## config.mk

```make
export PLATFORM = sky130hd
export DESIGN_NAME = fetch_unit
export DESIGN_NICKNAME = d
export VERILOG_FILES = /design/src/rtl/fetch_unit.sv
export SDC_FILE = /design/constraint.sdc
export NUM_CORES = 1
export LEC_CHECK = 0
export BUFFER_PORTS_ARGS = -buffer_cell sky130_fd_sc_hd__buf_4
export CAP_MARGIN = 20
export CORE_ASPECT_RATIO = 0.6
export CORE_MARGIN = 10
export CORE_UTILIZATION = 40
export CTS_BUF_LIST = sky130_fd_sc_hd__clkbuf_8 sky130_fd_sc_hd__clkbuf_16
export DETAILED_ROUTE_END_ITERATION = 8
export PLACE_DENSITY = 0.68
export SYNTH_ARGS = -nofsm -noshare
export SYNTH_HDL_FRONTEND = slang
export SYNTH_SLANG_ARGS = --single-unit
```

## constraint.sdc

```tcl
create_clock -name CLK -period 2.5 [get_ports CLK]
set_input_delay 0.5 -clock CLK [delete_from_list [all_inputs] [get_ports CLK]]
set_output_delay 0.5 -clock CLK [all_outputs]
set_load 0.05 [all_outputs]
```

## src/rtl/fetch_unit.sv

```systemverilog
// ---------------------------------------------------------------------------
// fetch_unit : instruction-fetch stage of the 5-stage pipeline.
//
// Holds the PC, issues icache reads, and drives the fetched word plus PC+4
// onto the IF/ID register inputs together with its load enable and flush
// controls. A one-entry holding buffer captures an icache hit that lands
// while the hazard unit is stalling. Priority in every state is
// redirect > stall > ihit.
//
// Ports
//   CLK, RST      clock, synchronous active-high reset
//   ihit          icache data valid for imemaddr this cycle
//   imemload      instruction word from icache
//   imemREN       instruction read request
//   imemaddr      instruction address (always the current pc)
//   stall         hazard unit: IF/ID must hold
//   redirect      branch/jump resolved downstream; redirect_pc is the target
//   iload, cpc    instruction and its PC+4 driven to IF/ID
//   ifid_en       IF/ID load enable
//   ifid_nop      IF/ID flush (bubble)
//   halted        fetch stopped on a halt instruction
// ---------------------------------------------------------------------------
module fetch_unit #(
  parameter logic [31:0] PC_INIT = 32'h0000_0000,
  parameter logic [5:0]  HALT_OP = 6'b111111
) (
  input  logic        CLK,
  input  logic        RST,
  input  logic        ihit,
  input  logic [31:0] imemload,
  output logic        imemREN,
  output logic [31:0] imemaddr,
  input  logic        stall,
  input  logic        redirect,
  input  logic [31:0] redirect_pc,
  output logic [31:0] iload,
  output logic [31:0] cpc,
  output logic        ifid_en,
  output logic        ifid_nop,
  output logic        halted
);

  localparam logic [1:0] FETCH = 2'd0;
  localparam logic [1:0] HOLD  = 2'd1;
  localparam logic [1:0] HALT  = 2'd2;

  logic [1:0]  state_q, state_d;
  logic [31:0] pc_q, pc_d;
  logic [31:0] buf_q, buf_d;
  logic [31:0] pc_plus4;

  // Modulo-2^32 wrap is intended: pc 0xFFFFFFFC yields 0.
  assign pc_plus4 = pc_q + 32'd4;
  assign imemaddr = pc_q;

  always_comb begin
    state_d  = state_q;
    pc_d     = pc_q;
    buf_d    = buf_q;
    imemREN  = 1'b0;
    iload    = '0;
    cpc      = pc_plus4;
    ifid_en  = 1'b0;
    ifid_nop = 1'b0;
    halted   = 1'b0;

    case (state_q)
      FETCH: begin
        imemREN = 1'b1;
        iload   = imemload;
        if (redirect) begin
          // Any hit this cycle belongs to the wrong path and is dropped.
          pc_d     = redirect_pc;
          ifid_nop = 1'b1;
        end else if (stall) begin
          if (ihit) begin
            buf_d   = imemload;
            state_d = HOLD;
          end
        end else if (ihit) begin
          ifid_en = 1'b1;
          pc_d    = pc_plus4;
          if (imemload[31:26] == HALT_OP) state_d = HALT;
        end else begin
          ifid_nop = 1'b1;
        end
      end

      HOLD: begin
        iload = buf_q;
        if (redirect) begin
          pc_d     = redirect_pc;
          ifid_nop = 1'b1;
          state_d  = FETCH;
        end else if (!stall) begin
          ifid_en = 1'b1;
          pc_d    = pc_plus4;
          state_d = (buf_q[31:26] == HALT_OP) ? HALT : FETCH;
        end
      end

      HALT: begin
        halted   = 1'b1;
        ifid_nop = !stall;
        if (redirect) begin
          pc_d    = redirect_pc;
          state_d = FETCH;
        end
      end

      default: begin
        ifid_nop = 1'b1;
        state_d  = FETCH;
      end
    endcase

    if (RST) begin
      imemREN  = 1'b0;
      ifid_en  = 1'b0;
      ifid_nop = 1'b1;
      halted   = 1'b0;
      iload    = '0;
      cpc      = '0;
    end
  end

  always_ff @(posedge CLK) begin
    if (RST) begin
      state_q <= FETCH;
      pc_q    <= PC_INIT;
      buf_q   <= '0;
    end else begin
      state_q <= state_d;
      pc_q    <= pc_d;
      buf_q   <= buf_d;
    end
  end

endmodule

```

# Word level (Yosys, flattened, before mapping)
# Index checks and enable logic that the tools add are counted.
# totals
ff_bits,66
output_inout_bits,100
# op_classes
addsub,1
n_eq_ne,11
mux,37
bitwise_logic,1
reduce_logical,6
# ops
operator,n
32-bit two-way mux,8
32-bit one-hot mux with 3 select lines,1
32-bit one-hot mux with 2 select lines,1
"32-bit by 3-bit adder with 32-bit output, second input constant",1
2-bit two-way mux,9
1-bit two-way mux,15
"6-bit == test, second input constant",2
"3-bit inequality test, second input constant",4
5-bit AND reduction,2
"2-bit inequality test, second input constant",3
2-bit one-hot mux with 3 select lines,1
4-bit AND reduction,1
1-bit one-hot mux with 3 select lines,1
3-bit nonzero test,1
"2-bit by 1-bit == test with 1-bit output, second input constant",1
"2-bit == test, second input constant",1
2-bit logical NOT,1
1-bit one-hot mux with 2 select lines,1
1-bit logical NOT,1
1-bit NOT,1

# Logic depth before layout (Yosys ltp)
# depth
ltp_word,6
mapped_depth,8
mapped_depth_nobuf,6

# Least setup slack after synthesis
# No wires, ideal clock.
# synth_path
path_kind,register -> output
from,"register pc_q[2], in the netlist imemaddr[2]"
to,output cpc[30]
arrival_ps,2692
t_required_ps,2000
setup_slack_ps,-692
stages_incl_launch_ff,7
path_buffers,0
cell_sequence,dfxtp_1 ha_1 nand3_2 nor4_4 nand3_1 xor2_1 nor2_1
# synth_between
elab_chain_cells,2
# synth_lines
element,line,text
from (decl),48,"logic [31:0] pc_q, pc_d;"
from (signal assigned),134,pc_q <= pc_d;
32-bit by 3-bit adder with 32-bit output,53,assign pc_plus4 = pc_q + 32'd4;
32-bit two-way mux,117,if (RST) begin
to (decl),37,"output logic [31:0] cpc,"
# Every way passes these cells.

# Worst setup path in the final report
# layout_path
from,"register pc_q[2], in the netlist imemaddr[2]"
to,output cpc[27]
# Same word-level chain as after synthesis.

==> run metrics <==
number of slew-limit violations in the final report=0; share of the yosys chip area belonging to registers=30.7%; Boundary Pins=169; static leakage power=2.69 nW; worst reg2reg setup slack=470 ps; critical path class=flip-flop to output pin; Post-route DRC=0; final hold violation count=0; headroom to the max-slew limit=61.1%; area of the die=15500 µm²; number of instances in the synthesized netlist=594; count of nets left with antenna violations after detail routing=0; Yosys warning count=0; wirelength, routed=16100 µm; highest clock rate=379 MHz; placed standard-cell area=5950 µm²; PortBufs=168; most numerous cell types in the synthesized netlist=nand2_1 (98), nor2_1 (75), dfxtp_1 (66); area of the placeable core=10600 µm²; global-route usage over all layers=19.7%; share of final-layout standard cells stronger than drive strength 1=43.3%; drt wl/cell=17.6 µm; via count of the first global-routing pass=4817; share of the clock period used by the worst path=106%; Cell Pwr Density=510 nW/µm²; post-route setup TNS=-436 ps; maximum buffer depth of the clock tree=2; most instantiated flip-flop cell in the synthesis netlist=dfxtp_1; Die Ht=100 µm; Synth area leaders=dfxtp_1 (31%), nand2_1 (8.5%), a21oi_1 (7.5%); number of flops mapped to enable cells by yosys=0; RSZ-0062 raised after global routing=yes; Psw=1.15 mW; fraction of power spent switching nets=33.3%; count of state elements after synthesis=66; maximum VDD drop=353 µV; number of vias in the routed layout=5088; DRC marker count from the first detailed-route iteration=351; sequential cell fraction of total power=34.0%; Clock Pin Slew Worst Setup and Hold Paths=60 ps; total non-filler cell area in the finished layout=6740 µm²; violations in the final reports=negative setup slack; data arrival time of the worst path=2140 ps; TritonCTS clock tree=done; number of violations of the max-capacitance limit=0; final net count=841; run status=finished, violations left; share of total power in the clock network=39.0%; global-route wire length before repair=25600 µm; clock root buffer master=clkbuf_16; detailed placer's ending HPWL=11600 µm; std cell rows=29; filler cell count in the final layout=932; fraction of synthesized cell area taken by the top area cell type=30.7%; synth unique cells=60; average size of a mapped cell=7.25 µm²; die width=154 µm; TritonCTS sink count=66; worst clock skew=7.27 ps; most frequently used cell type in the post-synthesis netlist=nand2_1; Comb pwr share=27.0%; Synth async-reset ratio=0%; Slew @ Worst Pin=580 ps; hold-fix buffers at CTS=0; clock insertion delay at the later pin of the skew report=330 ps; CTS H-Tree Depth=3; total congestion overflow=0; largest driver fanout on the critical path=4; length of the first detailed-routing pass in iterations=7; Initial Util=40.8%; Area Growth Syn to Fin=56.3%; maximum number of pins on one net before global-route repair=71; Post-Syn Area=4310 µm²; final core utilization=63.8%; Finish-stage setup viols=9; crit end category=output pin; Required @ worst endpoint=2000 ps; most area-hungry cell type in the Yosys netlist=dfxtp_1; Final GP Congestion=0.861; final worst-path setup slack=-138 ps; antenna violations before repair=0; clock buffer count from CTS=9; shortest period the worst path allows=2640 ps; CP Launch Type=flip-flop; internal power of the cells=2.29 mW; Post-Synthesis Net Count=664; Worst Setup Slack post-DPL=165 ps; vias per cell=5.56; path category of the worst min-delay check=input port to flip-flop; number of diodes added for antenna fixing=0
sequential cells by signal, summed over array words and instances (netlist names):
name	flops
buf_q	32
state_q	2
imemaddr	32
critical path, cell delays in order, from the launching register on:
cell and delay (ps):
dfxtp_4 360, buf_6 100, nand4_1 150, buf_4 190
nor4_2 270, nand4_1 230, xor2_2 220, nor2_4 80
buf_4 190
cell type report:
| class | instances | area [µm²] | share of cell area, % |
|---|---|---|---|
| Clock buffer | 11 | 264 | 3.92 |
| Clock inverter | 5 | 60.1 | 0.892 |
| Inverter | 10 | 37.5 | 0.557 |
| Multi-Input combinational cell | 469 | 3080 | 45.7 |
| Sequential cell | 66 | 1400 | 20.7 |
| Tap cell | 139 | 174 | 2.58 |
| Timing Repair Buffer | 215 | 1730 | 25.6 |
cells in the final DEF, fill, tap and decap left out, types with 14 or more instances in the layout:
master | Yosys | routed
buf_4 | 2 | 195
nand2_1 | 98 | 93
a21oi_1 | 65 | 64
dfxtp_1 | 66 | 41
nor2_1 | 75 | 37
mux2i_1 | 31 | 31
nor2_2 | 0 | 29
o21ai_0 | 26 | 26
nand3_1 | 22 | 19
dfxtp_4 | 0 | 17
nand4_1 | 14 | 14
routing by layer:
metal	GRT usage, %	routed length (µm)	vias to the layer above
li1	-	-	2453
met3	7.43	1730	14
met4	3.90	136	0
met5	0	0	-
met2	28.5	6960	223
met1	27.2	7290	2398
cell families after synthesis:
| family | after synthesis | share of synthesized area [%] |
|---|---|---|
| AND/OR/NAND/NOR | 270 | 31.2 |
| AO/OA/AOI/OAI | 140 | 19.6 |
| flip-flops | 66 | 30.7 |
| buffers and inverters | 59 | 5.49 |
| multiplexers | 32 | 7.46 |
| XOR/XNOR | 26 | 5.28 |
| adder cells (fa/ha/maj) | 1 | 0.290 |
worst paths after layout:
| check | from | endpoint | cells after the start |
|---|---|---|---|
| setup reg to reg | state_q[1] | imemaddr[27] | 6 |
| hold / removal | imemload[17] | buf_q[17] | 3 |
| setup / recovery | imemaddr[2] | cpc[27] | 8 |
| hold reg to reg | buf_q[9] | buf_q[9] | 2 |
power by group through the flow:
stage / clock [mW] / sequential (mW) / combinational [mW]
CTS: 1.37 / 1.17 / 0.914
global placement: 0 / 1.19 / 0.881
global route: 1.42 / 1.18 / 0.991
finish: 1.34 / 1.17 / 0.929
detailed placement: 0 / 1.20 / 0.890
floorplan: 0 / 1.28 / 0.481
per-stage QoR:
step           power (mW)  hold WS [ps]  cells
6_report             3.44           429    915
5_1_grt              3.59           422    915
4_1_cts              3.45           414    902
3_5_place_dp         2.09           448    875
3_3_place_gp         2.07           442    875
2_1_floorplan        1.76           436    594
timing repair:
item                                    CTS  global route
hold endpoints to repair                  0             0
endpoints found under the setup margin   14            17
gates resized for setup                  41            26
setup buffers                            11            13
pin swaps                                 8            13
(Power assumes the default switching activity.)
